--- config.mk ---
export PLATFORM = sky130hd
export DESIGN_NAME = fetch_sequencer
export DESIGN_NICKNAME = d
export VERILOG_FILES = /design/src/rtl/fetch_pkg.sv /design/src/rtl/jump_lut.sv /design/src/rtl/fetch_sequencer.sv
export SDC_FILE = /design/constraint.sdc
export NUM_CORES = 1
export LEC_CHECK = 0
export CAP_MARGIN = 30
export CORE_UTILIZATION = 52
export CTS_CLUSTER_SIZE = 25
export DETAILED_ROUTE_END_ITERATION = 8
export MAX_ROUTING_LAYER = met4
export PLACE_DENSITY_LB_ADDON = 0.08
export SETUP_SLACK_MARGIN = 0.15
export SLEW_MARGIN = 30
export SYNTH_ARGS = -nofsm -noshare
export SYNTH_HDL_FRONTEND = slang
export SYNTH_SLANG_ARGS = --single-unit
--- constraint.sdc ---
create_clock -name clk -period 2.85 [get_ports clk]
set_input_delay 0.4275 -clock clk [delete_from_list [all_inputs] [get_ports clk]]
set_output_delay 0.4275 -clock clk [all_outputs]
set_load 0.05 [all_outputs]
--- src/rtl/fetch_pkg.sv ---
// rtl/fetch_pkg.sv - shared types, constants and jump-table contents for the fetch stage
package fetch_pkg;

  localparam int PC_W      = 8;
  localparam int INSTR_W   = 9;
  localparam int LUT_IDX_W = 4;
  localparam int LUT_DEPTH = 16;

  localparam logic [INSTR_W-1:0] HALT_INSTR = 9'b111111111;

  typedef enum logic [1:0] {
    IDLE = 2'd0,
    RUN  = 2'd1,
    DONE = 2'd2
  } state_t;

  // Jump targets per problem; regenerated by the assembler
  localparam logic [PC_W-1:0] JT_P0 [0:LUT_DEPTH-1] = '{
    8'd3,   8'd17,  8'd29,  8'd44,  8'd58,  8'd63,  8'd71,  8'd88,
    8'd96,  8'd105, 8'd117, 8'd130, 8'd142, 8'd150, 8'd199, 8'd250
  };

  localparam logic [PC_W-1:0] JT_P1 [0:LUT_DEPTH-1] = '{
    8'd12,  8'd25,  8'd33,  8'd40,  8'd52,  8'd66,  8'd79,  8'd81,
    8'd93,  8'd110, 8'd121, 8'd128, 8'd160, 8'd177, 8'd201, 8'd230
  };

  localparam logic [PC_W-1:0] JT_P2 [0:LUT_DEPTH-1] = '{
    8'd2,   8'd9,   8'd20,  8'd31,  8'd47,  8'd55,  8'd68,  8'd77,
    8'd99,  8'd111, 8'd123, 8'd140, 8'd155, 8'd170, 8'd222, 8'd254
  };

endpackage

--- src/rtl/jump_lut.sv ---
// rtl/jump_lut.sv - combinational jump-table lookup by problem bank and index
module jump_lut #(
  parameter int PC_W      = fetch_pkg::PC_W,
  parameter int LUT_IDX_W = fetch_pkg::LUT_IDX_W
) (
  input  logic [1:0]           problem_number,
  input  logic [LUT_IDX_W-1:0] branch_idx,
  output logic [PC_W-1:0]      target
);
  import fetch_pkg::*;

  logic [fetch_pkg::PC_W-1:0] w_entry;

  // Bank 11 has no program and reads as all zeros
  always_comb begin
    w_entry = '0;
    case (problem_number)
      2'b00:   w_entry = JT_P0[branch_idx];
      2'b01:   w_entry = JT_P1[branch_idx];
      2'b10:   w_entry = JT_P2[branch_idx];
      default: w_entry = '0;
    endcase
  end

  assign target = PC_W'(w_entry);

endmodule

--- src/rtl/fetch_sequencer.sv ---
// rtl/fetch_sequencer.sv - program counter, branch application and IDLE/RUN/DONE fetch control
module fetch_sequencer #(
  parameter int                   PC_W       = fetch_pkg::PC_W,
  parameter int                   INSTR_W    = fetch_pkg::INSTR_W,
  parameter int                   CNT_W      = 16,
  parameter int                   LUT_IDX_W  = fetch_pkg::LUT_IDX_W,
  parameter logic [INSTR_W-1:0]   HALT_INSTR = fetch_pkg::HALT_INSTR
) (
  input  logic                 clk,
  input  logic                 rst_n,
  input  logic [1:0]           problem_number,
  input  logic                 start,
  input  logic                 stall,
  input  logic [INSTR_W-1:0]   instr,
  input  logic                 branch_en,
  input  logic                 branch_rel,
  input  logic [PC_W-1:0]      branch_off,
  input  logic [LUT_IDX_W-1:0] branch_idx,
  output logic [PC_W-1:0]      pc,
  output logic                 fetch_valid,
  output logic                 done,
  output logic                 pc_wrap,
  output logic [CNT_W-1:0]     instr_count
);
  import fetch_pkg::*;

  state_t           r_state, w_state_nxt;
  logic [PC_W-1:0]  r_pc, w_pc_nxt;
  logic [CNT_W-1:0] r_cnt, w_cnt_nxt;
  logic             r_wrap, w_wrap_nxt;
  logic [PC_W-1:0]  w_lut_target;

  jump_lut #(
    .PC_W      (PC_W),
    .LUT_IDX_W (LUT_IDX_W)
  ) u_jump_lut (
    .problem_number (problem_number),
    .branch_idx     (branch_idx),
    .target         (w_lut_target)
  );

  always_ff @(posedge clk or negedge rst_n) begin
    if (!rst_n) begin
      r_state <= IDLE;
      r_pc    <= '0;
      r_cnt   <= '0;
      r_wrap  <= 1'b0;
    end else begin
      r_state <= w_state_nxt;
      r_pc    <= w_pc_nxt;
      r_cnt   <= w_cnt_nxt;
      r_wrap  <= w_wrap_nxt;
    end
  end

  always_comb begin
    w_state_nxt = r_state;
    w_pc_nxt    = r_pc;
    w_cnt_nxt   = r_cnt;
    w_wrap_nxt  = r_wrap;
    case (r_state)
      IDLE, DONE: begin
        if (r_state == IDLE) w_pc_nxt = '0;
        if (start) begin
          w_state_nxt = RUN;
          w_pc_nxt    = '0;
          w_cnt_nxt   = '0;
          w_wrap_nxt  = 1'b0;
        end
      end
      RUN: begin
        // A stalled cycle retires nothing and decides nothing
        if (!stall) begin
          if (r_cnt != '1) w_cnt_nxt = r_cnt + 1'b1;
          if (instr == HALT_INSTR) begin
            w_state_nxt = DONE;
          end else if (branch_en && branch_rel) begin
            w_pc_nxt = r_pc + branch_off;
          end else if (branch_en) begin
            w_pc_nxt = w_lut_target;
          end else begin
            w_pc_nxt = r_pc + 1'b1;
            if (r_pc == '1) w_wrap_nxt = 1'b1;
          end
        end
      end
      default: begin
        w_state_nxt = IDLE;
        w_pc_nxt    = '0;
      end
    endcase
  end

  assign pc          = r_pc;
  assign fetch_valid = (r_state == RUN);
  assign done        = (r_state == DONE);
  assign pc_wrap     = r_wrap;
  assign instr_count = r_cnt;

endmodule

## Word-level counts from Yosys, hierarchy flattened

Memory sizes are Yosys's and may differ from the RTL's.
Cells that the tools add are included.

| storage, ports and cells | value |
|---|---|
| register bits after elaboration | 27 |
| memory bits (read-only) | 384 |
| output and inout bits | 27 |
| word-level logic and storage cells | 66 |
| memories | 3 |

| cells by class | value |
|---|---|
| add/subtract/negate cells | 3 |
| $lt $le $gt $ge | 1 |
| equal/unequal tests | 16 |
| multiplexer cells | 29 |
| bitwise logic cells | 1 |
| reduce and logical (&&, ||, !) cells | 9 |

Memory list:

| name | words | width | read ports | clocked after memory_dff | write ports | RTL line | text |
|---|---|---|---|---|---|---|---|
| (no name shown) | 16 | 8 | 1 | 0 | 0 | jump_lut.sv:20 | `2'b10: w_entry = JT_P2[branch_idx];` |
| (no name shown) | 16 | 8 | 1 | 0 | 0 | jump_lut.sv:18 | `2'b00: w_entry = JT_P0[branch_idx];` |
| (no name shown) | 16 | 8 | 1 | 0 | 0 | jump_lut.sv:19 | `2'b01: w_entry = JT_P1[branch_idx];` |

Operator list:

| kind | count |
|---|---|
| 8-bit 2-to-1 mux | 12 |
| 16-bit 2-to-1 mux | 3 |
| 16-bit one-hot mux with 2 select lines | 1 |
| 8-bit one-hot mux with 3 select lines | 1 |
| 16-bit by 1-bit adder with 16-bit output, second input constant | 1 |
| 16-bit inequality test, second input constant | 1 |
| 8-bit one-hot mux with 2 select lines | 1 |
| 2-bit inequality test, second input constant | 5 |
| 9-bit == test, second input constant | 1 |
| 8-bit by 1-bit adder with 8-bit output, second input constant | 1 |
| 8-bit adder | 1 |
| 8-bit == test, second input constant | 1 |
| 7-bit AND reduction | 1 |
| 1-bit 2-to-1 mux | 6 |
| 2-bit 2-to-1 mux | 3 |
| 2-bit by 1-bit inequality test with 1-bit output, second input constant | 3 |
| 3-bit AND reduction | 2 |
| 5-bit >= comparator, second input constant | 1 |
| 4-bit inverter with 5-bit output | 1 |
| 2-bit by 1-bit == test with 1-bit output, second input constant | 2 |
| 2-bit == test, second input constant | 2 |
| 2-bit zero test | 2 |
| 2-bit one-hot mux with 2 select lines | 1 |
| 4-bit AND reduction | 1 |
| other kinds (5) | 5 |

## Logic depth before layout (Yosys ltp)

| logic depth | value |
|---|---|
| depth after elaboration | 10 |
| mapped depth | 9 |

## Hierarchy

Synthesis repeated with hierarchy kept, for this count alone.

| unflattened totals | value |
|---|---|
| cell total of the unflattened synthesis | 339 |
| area, all modules | 2680.1 um^2 |

Modules (own cells, without submodules):

| module | times used | cells each | area each (um^2) | seq. area each (um^2) |
|---|---|---|---|---|
| fetch_sequencer | 1 | 237 | 2006.9 | 675.6 |
| jump_lut | 1 | 102 | 673.1 | 0.0 |

## Least setup slack after synthesis

No wires, ideal clock.

| path | value |
|---|---|
| path type | register -> register |
| start point | register r_pc[0] (netlist: pc[0]) |
| end point | register r_pc[6] (netlist: pc[6]) |
| arrival | 2.236 ns |
| path slack | 0.504 ns |
| cell stages (with the launch flop) | 9 |
| buffers on the path | 0 |
| cell sequence | dfrtp_1 ha_1 fa_1 a21o_1 a21oi_1 o21ai_0 xor2_1 nor2_1 o41ai_1 |

| between the ends | value |
|---|---|
| longest elaborated chain between the ends | 6 |

RTL lines:

| item | RTL line | text |
|---|---|---|
| start: declaration | fetch_sequencer.sv:28 | `logic [PC_W-1:0] r_pc, w_pc_nxt;` |
| start signal: assignment | fetch_sequencer.sv:50 | `r_pc <= w_pc_nxt;` |
| 8-bit by 1-bit adder with 8-bit output | fetch_sequencer.sv:82 | `w_pc_nxt = r_pc + 1'b1;` |
| 8-bit 2-to-1 mux | fetch_sequencer.sv:79 | `end else if (branch_en) begin` |
| 8-bit 2-to-1 mux * | fetch_sequencer.sv:77 | `end else if (branch_en && branch_rel) begin` |
| 8-bit 2-to-1 mux * | fetch_sequencer.sv:75 | `if (instr == HALT_INSTR) begin` |
| 8-bit 2-to-1 mux * | fetch_sequencer.sv:73 | `if (!stall) begin` |
| 8-bit one-hot mux with 2 select lines * | fetch_sequencer.sv:61 | `case (r_state)` |

Mark *: on every way between the ends. The rest lies on a longest branch, timed or not. The select of a mux whose other input is x is not followed.
A chain may end at the register's enable or synchronous reset.

## Final worst setup path

| path | value |
|---|---|
| start point | register r_state[0] |
| end point | output fetch_valid |

| between the ends | value |
|---|---|
| longest elaborated chain between the ends | 1 |

RTL lines:

| item | RTL line | text |
|---|---|---|
| start: declaration | fetch_sequencer.sv:27 | `state_t r_state, w_state_nxt;` |
| start signal: assignment | fetch_sequencer.sv:49 | `r_state <= w_state_nxt;` |
| 2-bit by 1-bit == test with 1-bit output | fetch_sequencer.sv:95 | `assign fetch_valid = (r_state == RUN);` |
| end: declaration | fetch_sequencer.sv:20 | `output logic fetch_valid,` |

Every way passes these cells.

==> results.txt <==
The run finished with clean final reports. The top fanout value on the critical path came out at 15. After routing the design area is 3210 um2. The via count of the first global-routing pass came out at 2256. The effective utilization at floorplan came out at 53.9%. The number of enable-type register cells in the synthesized netlist is 0. For this block, the routed nets add up to 6110 um of wire. The floorplan step set the die width to 72.0 um. The half-perimeter wire length after detailed placement came out at 4660 um.

The worst hold-check path type is flip-flop to flip-flop. The total count of max-transition violations in the final report is 0. The area taken by flip-flops and latches is 676 um2. Adding up every negative setup slack in the final design gives 0 ns. The utilization of the core after routing is 68.0%.

The count of unresolved DRC violations after routing came out at 0. The number of nets with antenna violations after routing came out at 0. TritonCTS built the clock tree. The shortest clock period the worst path allows after layout is 2.42 ns. CTS built an H-tree with a depth of 1. The cell area after placement is 3160 um2. Routability-driven placement finished with a final weighted congestion of 0.968.

The count of buffers from port buffering is 55. The portion of the post-synthesis area used by sequential elements is 26.5%. Counting the fill cells in the layout gives 422. STA classifies the critical path endpoint as an output port. The number of cells in the finished layout apart from fillers came out at 428. Across all setup checks in the final design, the least slack found is 0.428 ns.

The die footprint came out at 5180 um2. The number of hold buffers added after CTS came out at 0. The number of endpoints with negative hold slack in the final report came out at 0. The maximum vdd drop came out at 0.306 mV. The most used flip-flop cell after synthesis is dfrtp_1.

The synthesized cell area came out at 2550 um2. By startpoint and endpoint, the worst setup path is classified as flip-flop to output port. The latest clock arrival within the worst-skew pair is 0.28 ns.

The clock sink count is 27. The maximum clock frequency is 413 MHz. The clock transition time at the flip-flop clock pins of the worst setup and hold paths is 0.11 ns.

After detailed placement, the design holds a cell count of 424. The number of placed I/O pins is 56. The transition time of the tightest slew-check pin is 0.570 ns. The required time at the endpoint of the critical path is 2.42 ns. Counting along the longest clock path gives a buffer depth of 2.

Summed over all cells, the static leakage comes to 1.34 nW. The die span in y is 72.0 um. Across every metal layer, demand over resource in global routing totals 25.5%. Dividing the detail-routed via count by the number of cells gives 5.84. The synthesized design contains 27 register bits. Dividing total power by cell area gives a power density of 602 nW/um2. The count of different cell masters after synthesis came out at 56. The average instance in the mapped netlist occupies 8.24 um2.

The placeable core area came out at 4720 um2. The number of clock buffers added by TritonCTS is 3. Gates resized during post-CTS repair numbered 0. The starting DRC count in detailed routing is 151.

The remaining global-route overflow is 0. The kind of start point of the critical path is a flip-flop. The tool flagged a number of max-cap violations equal to 0.

The number of nets in the layout is 408. The number of standard cells after synthesis is 309. The routed layout has 2501 vias. Of the cells placed in the final design, the portion with a size suffix greater than 1 is 8.03%. The share of synthesized flip-flops with an asynchronous set or reset came out at 100%.

In this run the tightest slew margin relative to its limit is 61.7%. The post-CTS setup buffer count is 0. The total design power came out at 1.93 mW. The standard-cell row count came out at 25. The global-route wire length before repair is 10400 um. The setup-violating endpoint count in the final report came out at 0. The tightest hold margin is 0.502 ns. The average wire per standard cell is 14.3 um.

The number of warning messages in the yosys log came out at 0. The post-route clock period utilization is 85.0%. The number of diodes came out at 0. The initial antenna violation count came out at 0. The multi-input combinational cell area is 1730 um2. The number of nets handed over by synthesis was 355. The pre-antenna-repair detailed-routing pass consisted of 4 iterations. The relative area change from synthesis to final layout is 26.1%. The post-placement worst setup slack came out at 0.194 ns. The largest net degree at the start of global routing came out at 33. The setup clock skew after layout came out at 0.0152 ns. The arrival time reported for the critical path endpoint came out at 1.99 ns. The root buffer cell chosen for the clock tree is clkbuf_8. Setup repair after global routing left no endpoint under its margin.
cells by family (layout without fill, tap and decap cells):
group / after synthesis / in the layout / share of synthesized area (%)
buffers and inverters: 27 / 79 / 5.55
AO/OA/AOI/OAI: 101 / 101 / 26.7
multiplexers: 8 / 8 / 5.26
adder cells (fa/ha/maj): 17 / 17 / 8.64
flip-flops: 27 / 27 / 26.5
XOR/XNOR: 12 / 12 / 4.13
AND/OR/NAND/NOR: 117 / 117 / 23.2
flip-flops by register name, indices dropped and copies added, names as in the netlist:
name         flops
r_state          2
instr_count     16
pc               8
pc_wrap          1
critical path, stage by stage (launching register included):
cell and delay, ns:
dfrtp_1 0.70, nand2b_4 0.13, inv_2 0.09, clkdlybuf4s50_1 0.80
cells in the final DEF (no fill, tap or decap), types with 12 or more instances in the layout:
cell type	netlist	final
o21ai_0	20	20
nor2_1	20	20
dfrtp_1	27	27
nand3_1	13	13
clkdlybuf4s50_1	0	55
a21oi_1	22	22
nor3_1	14	14
a21o_1	12	12
nand2_1	32	32
ha_1	16	16
routing by layer:
layer  track usage (%)  part of all wire [%]  wire (um)  vias up
li1                  -                     -          -     1257
met1              33.9                    46       2840     1185
met2              42.6                    49       3010       53
met3              1.81                   3.1        191        6
met4              6.75                   1.2         71        0
met5                 -                     0          0        -
layout make-up:
class	count	area share [%]
multi-input combinational	255	53.9
sequential	27	21.0
tap	67	2.61
timing repair buffer	63	19.4
clock inverter	1	0.234
inverter	12	1.56
clock buffer	3	1.29
worst paths after layout:
path / startpoint / to / slack, ns / cells past startpoint
worst max-delay path: r_state[0] / fetch_valid / 0.43 / 3
worst min-delay path: pc_wrap / pc_wrap / 0.50 / 2
worst max register to register: r_state[0] / instr_count[4] / 0.51 / 6
worst min register to register: pc_wrap / pc_wrap / 0.50 / 2
max in group asynchronous: rst_n / instr_count[0] / 2.05 / 2
min in group asynchronous: rst_n / instr_count[10] / 0.52 / 2
power by group:
part	switching [mW]	internal [mW]
clock	0.130	0.0994
sequential	0.151	0.467
combinational	0.646	0.441
total	0.927	1.01
synthesized netlist by cell type (3+ instances only):
library cell  number  area share, %
o21ai_0           20            3.9
o221ai_1           6            2.1
o22ai_1            5            1.2
xor2_1             5            1.7
a21o_1            12            3.5
buf_6              3            1.3
nand3_1           13            2.6
dfrtp_1           27             27
buf_2              4           0.79
clkbuf_1           5           0.74
o21ai_1            3           0.59
a22o_1            10            3.4
mux2_2             3            1.3
inv_1             10            1.5
a31oi_1            3           0.74
nor2_1            20            2.9
xnor2_1            7            2.4
mux4_2             4            3.5
nand2_1           32            4.7
a21oi_1           22            4.3
nor3_1            14            2.8
nand4_1            5            1.2
and3_1             4           0.98
o41ai_1            3            1.0
ha_1              16            7.9
nand2b_1           8            2.0
nor2b_1            5            1.2
o31ai_1            4            1.2
No activity file was read; power rests on OpenSTA's default activity.
